**src/rtl/fetch_stage.sv**
```systemverilog
// RV32I instruction fetch stage with IF/ID register. One outstanding imem request,
// a one-entry skid buffer for words that return while decode is stalled.
module fetch_stage #(
  parameter int                    DATA_WIDTH = 32,
  parameter logic [DATA_WIDTH-1:0] RESET_PC   = '0,
  parameter logic [DATA_WIDTH-1:0] NOP_INSTR  = 32'h0000_0013
) (
  input  logic                  clk,
  input  logic                  rst,
  output logic                  imem_req,
  output logic [DATA_WIDTH-1:0] imem_addr,
  input  logic                  imem_gnt,
  input  logic                  imem_rvalid,
  input  logic [DATA_WIDTH-1:0] imem_rdata,
  input  logic                  stall,
  input  logic                  redirect,
  input  logic [DATA_WIDTH-1:0] redirect_pc,
  output logic                  id_valid,
  output logic [DATA_WIDTH-1:0] id_instr,
  output logic [DATA_WIDTH-1:0] id_pc,
  output logic [DATA_WIDTH-1:0] id_pc_plus4
);

  typedef enum logic [1:0] {S_REQ, S_WAIT, S_HOLD, S_DROP} state_t;

  typedef struct packed {
    logic [DATA_WIDTH-1:0] instr;
    logic [DATA_WIDTH-1:0] pc;
  } fetch_t;

  localparam logic [DATA_WIDTH-1:0] FOUR = DATA_WIDTH'(4);

  state_t                state, state_n;
  logic [DATA_WIDTH-1:0] pc, pc_n;
  fetch_t                skid, skid_n, ld;
  logic                  load;

  assign imem_req  = (state == S_REQ);
  assign imem_addr = pc;

  always_comb begin
    state_n = state;
    pc_n    = pc;
    skid_n  = skid;
    load    = 1'b0;
    ld      = skid;
    case (state)
      S_REQ:  if (imem_gnt) state_n = S_WAIT;
      S_WAIT: if (imem_rvalid) begin
        pc_n = pc + FOUR;
        if (stall) begin
          skid_n  = '{instr: imem_rdata, pc: pc};
          state_n = S_HOLD;
        end else begin
          load    = 1'b1;
          ld      = '{instr: imem_rdata, pc: pc};
          state_n = S_REQ;
        end
      end
      S_HOLD: if (!stall) begin
        load    = 1'b1;
        state_n = S_REQ;
      end
      S_DROP: if (imem_rvalid) state_n = S_REQ;
      default: state_n = S_REQ;
    endcase
    // Redirect wins: drop any word in hand, track whether a response is still in flight.
    if (redirect) begin
      load = 1'b0;
      pc_n = {redirect_pc[DATA_WIDTH-1:2], 2'b00};
      case (state)
        S_REQ:   state_n = imem_gnt    ? S_DROP : S_REQ;
        S_WAIT:  state_n = imem_rvalid ? S_REQ  : S_DROP;
        S_HOLD:  state_n = S_REQ;
        default: state_n = imem_rvalid ? S_REQ  : S_DROP;
      endcase
    end
  end

  always_ff @(posedge clk or posedge rst) begin
    if (rst) begin
      state <= S_REQ;
      pc    <= RESET_PC;
      skid  <= '0;
    end else begin
      state <= state_n;
      pc    <= pc_n;
      skid  <= skid_n;
    end
  end

  always_ff @(posedge clk or posedge rst) begin
    if (rst) begin
      id_valid    <= 1'b0;
      id_instr    <= NOP_INSTR;
      id_pc       <= '0;
      id_pc_plus4 <= '0;
    end else if (redirect) begin
      id_valid <= 1'b0;
      id_instr <= NOP_INSTR;
    end else if (load) begin
      id_valid    <= 1'b1;
      id_instr    <= ld.instr;
      id_pc       <= ld.pc;
      id_pc_plus4 <= ld.pc + FOUR;
    end else if (!stall) begin
      id_valid <= 1'b0;
      id_instr <= NOP_INSTR;
    end
  end

endmodule

```
**config.mk**
```make
export PLATFORM = sky130hd
export DESIGN_NAME = fetch_stage
export DESIGN_NICKNAME = d
export VERILOG_FILES = /design/src/rtl/fetch_stage.sv
export SDC_FILE = /design/constraint.sdc
export NUM_CORES = 1
export LEC_CHECK = 0
export CORE_MARGIN = 2
export CORE_UTILIZATION = 46
export CTS_CLUSTER_DIAMETER = 200
export CTS_CLUSTER_SIZE = 30
export DETAILED_ROUTE_END_ITERATION = 12
export GPL_ROUTABILITY_DRIVEN = 1
export PLACE_DENSITY = 0.75
export REMOVE_ABC_BUFFERS = 1
export SETUP_SLACK_MARGIN = 0.3
export SLEW_MARGIN = 20
export SYNTH_ARGS = -nofsm -noshare
export SYNTH_HDL_FRONTEND = slang
export SYNTH_SLANG_ARGS = --single-unit
```
**constraint.sdc**
```tcl
create_clock -name clk -period 7 [get_ports clk]
set_clock_uncertainty 0.15 [all_clocks]
set_input_delay 1.75 -clock clk [delete_from_list [all_inputs] [get_ports clk]]
set_output_delay 1.75 -clock clk [all_outputs]
set_load 0.1 [all_outputs]
```
=== Word-level counts from Yosys, hierarchy flattened ===
Index checks and enable logic that the tools add are counted.

* Add/subtract/negate cells: 2
* Equal/unequal tests: 8
* Multiplexer cells: 26
* Bitwise logic cells: 1
* Reductions and logical operators: 7

{| class="wikitable"
|+ Operator list
! operator !! number
|-
| 32-bit 2-to-1 mux || 6
|-
| 64-bit 2-to-1 mux || 3
|-
| 32-bit by 3-bit adder with 32-bit output (second input constant) || 2
|-
| 2-bit 2-to-1 mux || 8
|-
| 3-bit != test (second input constant) || 3
|-
| 2-bit case mux with 4 select lines || 1
|-
| 1-bit 2-to-1 mux || 6
|-
| 3-bit by 1-bit != test with 1-bit output (second input constant) || 2
|-
| 2-bit == test (second input constant) || 2
|-
| 2-bit case mux with 2 select lines || 1
|-
| 2-bit AND reduction || 2
|-
| 4-bit AND reduction || 1
|-
| 2-bit nonzero test || 2
|-
| 3-bit AND reduction || 1
|-
| 2-bit by 1-bit == test with 1-bit output (second input constant) || 1
|-
| 2-bit zero test || 1
|-
| 1-bit case mux with 2 select lines || 1
|-
| 1-bit NOT || 1
|}

* Register bits: 195
* Bits of input ports: 70
* Output and inout port bits: 130

=== Depth between registers and ports, before layout ===
* Depth after elaboration: 6
* Mapped depth: 16
* Depth with buffers taken out: 11

=== Worst setup path before layout ===
No wires, ideal clock.

* Path type: input-to-reg
* Start: input stall
* End: register id_pc_plus4[26]
* Setup time: 0.095 ns
* Arrival time: 4.306 ns
* Required time: 6.755 ns
* Slack: 2.449 ns
* Stages: 14
* Path buffers: 5
* Cell sequence: nand3b_1 -> buf_4 -> buf_2 -> buf_2 -> buf_2 -> nand2_1 -> nand2_1 -> ha_1 -> inv_1 -> nor4_2 -> o21ai_2 -> buf_6 -> o31a_1 -> o31ai_1

{| class="wikitable"
|+ RTL lines
! element !! line !! text
|-
| from (decl) || 15 || <nowiki>input logic stall,</nowiki>
|-
| to (signal assigned) || 105 || <nowiki>id_pc_plus4 <= ld.pc + FOUR;</nowiki>
|-
| to (decl) || 21 || <nowiki>output logic [DATA_WIDTH-1:0] id_pc_plus4</nowiki>
|}

==> results_dict.tcl <==
set metrics [dict create \
    path_class "primary input to flip-flop" \
    yosys.area.top_type "dfrtp_1" \
    r2r_cells 12 \
    dieArea_sq_um 21200 \
    clockBufferDepth 2 \
    io_pins 200 \
    setup_viol_count_final 0 \
    final_nets 1137 \
    area_growth_syn_to_layout_pct 28.5 \
    drt-total-wl_mm 23.4 \
    grt_first_pass_wirelength_mm 38.0 \
    cts_buffers 17 \
    gp_congestion 0.818 \
    synth_seq_cells 187 \
    avgSynthCellArea_sq_um 10.2 \
    die_w_microns 146 \
    synth.area.top_cells "dfrtp_1, mux2_2, mux2i_1, nand2_1, o21ai_0" \
    r2r_setup_slack_ns 3.42 \
    num_rows 51 \
    final.min_clock_period_ns 4.70 \
    startpoint "stall" \
    dr_total_vias 7320 \
    grt_max_degree 148 \
    initial_core_util_pct 47.1 \
    via_per_inst 5.46 \
    r2r-end "id_pc_plus4[26]" \
    max_slew_margin_pct 29.5 \
    first_iter_violations 560 \
    synthArstFlopShare_pct 100 \
    syn_inst 902 \
    path_cells "clkdlybuf4s50_1 > and3b_2 > mux2i_1 > inv_1 > ha_1 > inv_1 > nor4_2 > buf_4 > o21ai_2 > nor4_1 > o31ai_1" \
    crit_required_ns 7.18 \
    slew_violations 0 \
    final_util_pct 60.6 \
    clk_latency_ns 0.44 \
    peakVddDrop_v 0.000232 \
    endpoint "id_pc_plus4[26]" \
    drc 0 \
    cts-hold-fix-buffers 0 \
    cpMostUsedCell "inv_1" \
    slowest_delay_ns 0.56 \
    regToRegStartpoint "state[1]" \
    layout-drive-gt1-share_pct 11.5 \
    wl_per_cell_microns 17.5 \
    ctsResizeCount 0 \
    fill_cells 1712 \
    cp_slowest_cell "clkdlybuf4s50_1" \
    synthFlopType "dfrtp_1" \
    rsz0062_at_grt "no" \
    hpwl_mm 15.8 \
    cts.clk_slew.worst_paths_ns 0.07 \
    power.density_nw_per_um2 449 \
    cts_tree "done" \
    hold_viol 0 \
    post-route-period-util_pct 67.1 \
    dp.cells 1305 \
    dr.pass1.iters 5 \
    endpoint_kind "flip-flop" \
    fmax_mhz 213 \
    die_h_microns 146 \
    worstPathArrival_ns 4.88 \
    final_cell_count_no_fill 1340 \
    coreArea_sq_um 19600 \
    postCtsSetupRepairBufs 0 \
    overflow 0 \
    status "completed" \
    synth_seq_area_share_pct 50.7 \
    netlist_area_sq_um 9240 \
    clock_sinks 187 \
    drtAntennaViolNets 0 \
    synth_top_area_share_pct 49.9 \
    hold_path.class "flip-flop to flip-flop" \
    grt.total_usage_pct 22.3 \
    p_leak_nw 5.21 \
    cts_htree_levels 4 \
    port_buffers 191 \
    startpoint_type "primary input" \
    yosys_warnings 0 \
    critPathMaxFanout 14 \
    worstMarginPinSlew_ns 1.05 \
    synth_edf_count 0 \
    cap_violations 0 \
    antenna_found_initial 3 \
    grt_pass1_vias 7008 \
    ctsRootBufferMaster "clkbuf_16" \
    synth.distinct_cells 55 \
]
-- worst min-delay path by stage --
stage / start / end / slack, ns / depth (start not counted)
after floorplan: skid[30] / skid[30] / 0.31 / 2
after global placement: id_valid / id_valid / 0.31 / 2
after detailed placement: id_pc_plus4[3] / id_pc_plus4[3] / 0.31 / 2
after CTS: id_pc_plus4[23] / id_pc_plus4[23] / 0.33 / 2
after global routing: id_pc[5] / id_pc[5] / 0.35 / 2
final: id_pc_plus4[3] / id_pc_plus4[3] / 0.33 / 2
-- area by class of cell --
type / count / area [sq um] / share of cell area [%]
Antenna cell: 2 / 5.00 / 0.0422
Clock buffer: 18 / 429 / 3.62
Clock inverter: 14 / 131 / 1.11
Inverter: 10 / 45.0 / 0.379
Multi-Input combinational cell: 640 / 4220 / 35.6
Sequential cell: 187 / 4680 / 39.4
Tap cell: 265 / 332 / 2.79
Timing Repair Buffer: 204 / 2020 / 17.1
-- layout by cell type, fill, tap and decap left out, types with 6 or more instances in the layout --
cell type / instances
mux2_2: 62
nor4_1: 9
mux2i_1: 64
dfrtp_1: 184
conb_1: 6
nand3_1: 30
clkbuf_16: 17
o21ai_0: 106
clkdlybuf4s50_1: 190
a21oi_1: 8
xor2_1: 23
nor3_1: 13
nor2_1: 26
inv_1: 9
ha_1: 7
nand4_1: 22
nand2_1: 154
buf_4: 12
xnor2_1: 21
o31ai_1: 9
and3_1: 11
a31oi_1: 9
-- cells by family after synthesis --
| group | after synthesis | synth area share (%) |
|---|---|---|
| AOI/OAI and AO/OA | 168 | 10.9 |
| DFF | 187 | 50.7 |
| adders and majority gates | 7 | 0.948 |
| muxes | 126 | 14.5 |
| and+or+nand+nor | 289 | 14.8 |
| buffers and inverters | 80 | 3.97 |
| other | 1 | 0.0406 |
| xor gates and xnor gates | 44 | 4.17 |
-- state kept, by name, indices dropped and copies added (netlist names) --
register     count
id_instr        32
id_pc           30
id_pc_plus4     30
id_valid         1
imem_addr       30
skid            62
state            2
-- Yosys cell counts (2+ instances only) --
library cell	instances
a31oi_1	10
o31ai_1	9
nand2_1	155
or4_1	4
nor2_1	26
nand4_1	22
o21a_1	4
buf_4	7
buf_1	3
buf_6	2
nand3_1	30
xor2_1	23
and3_1	11
nor4_1	9
dfrtp_1	184
a21oi_1	8
nor3b_1	2
a22oi_1	2
buf_2	20
nand2b_1	2
a21o_1	5
clkbuf_1	38
nor4_4	2
o311ai_0	3
o211ai_1	2
nor4_2	3
ha_1	7
inv_1	10
nor3_1	13
mux2_2	62
and2_1	2
or3_1	2
o221ai_1	3
xnor2_1	21
nor2b_1	2
dfstp_2	3
mux2i_1	64
o21ai_0	106
o31a_1	5
-- metal layers --
layer	part of all wire [%]	track usage, %	up-vias
met1	45	30.5	3549
met3	4.8	4.11	48
met5	0.068	0	-
met4	2.9	9.41	2
met2	48	35.1	214
li1	-	-	3507
-- report_power, final --
part	internal [mW]	switching, mW	total (mW)
clock network	0.470	0.460	0.930
registers	1.44	0.267	1.71
logic	0.751	1.94	2.69
-- through the flow --
| step | instance area [sq um] | setup TNS, ns | hold slack, ns | setup slack [ns] | power, mW |
|---|---|---|---|---|---|
| 2_1_floorplan | 8920 | -12.28 | 0.313 | -0.376 | 3.77 |
| 3_3_place_gp | 11300 | 0 | 0.309 | 2.09 | 4.37 |
| 3_5_place_dp | 11300 | 0 | 0.314 | 1.97 | 4.42 |
| 4_1_cts | 11800 | 0 | 0.331 | 2.42 | 5.36 |
| 5_1_grt | 11900 | 0 | 0.351 | 2.07 | 5.57 |
| 6_report | 11900 | 0 | 0.327 | 2.30 | 5.33 |
-- critical path: cells and delay by family --
kind / cells / cell delay (ns)
AND/OR/NAND/NOR: 3 / 0.76
multiplexers: 1 / 0.32
buffers and inverters: 4 / 1.00
AO/OA/AOI/OAI: 2 / 0.79
adder cells (fa/ha/maj): 1 / 0.26
No activity file was read; power rests on OpenSTA's default activity.
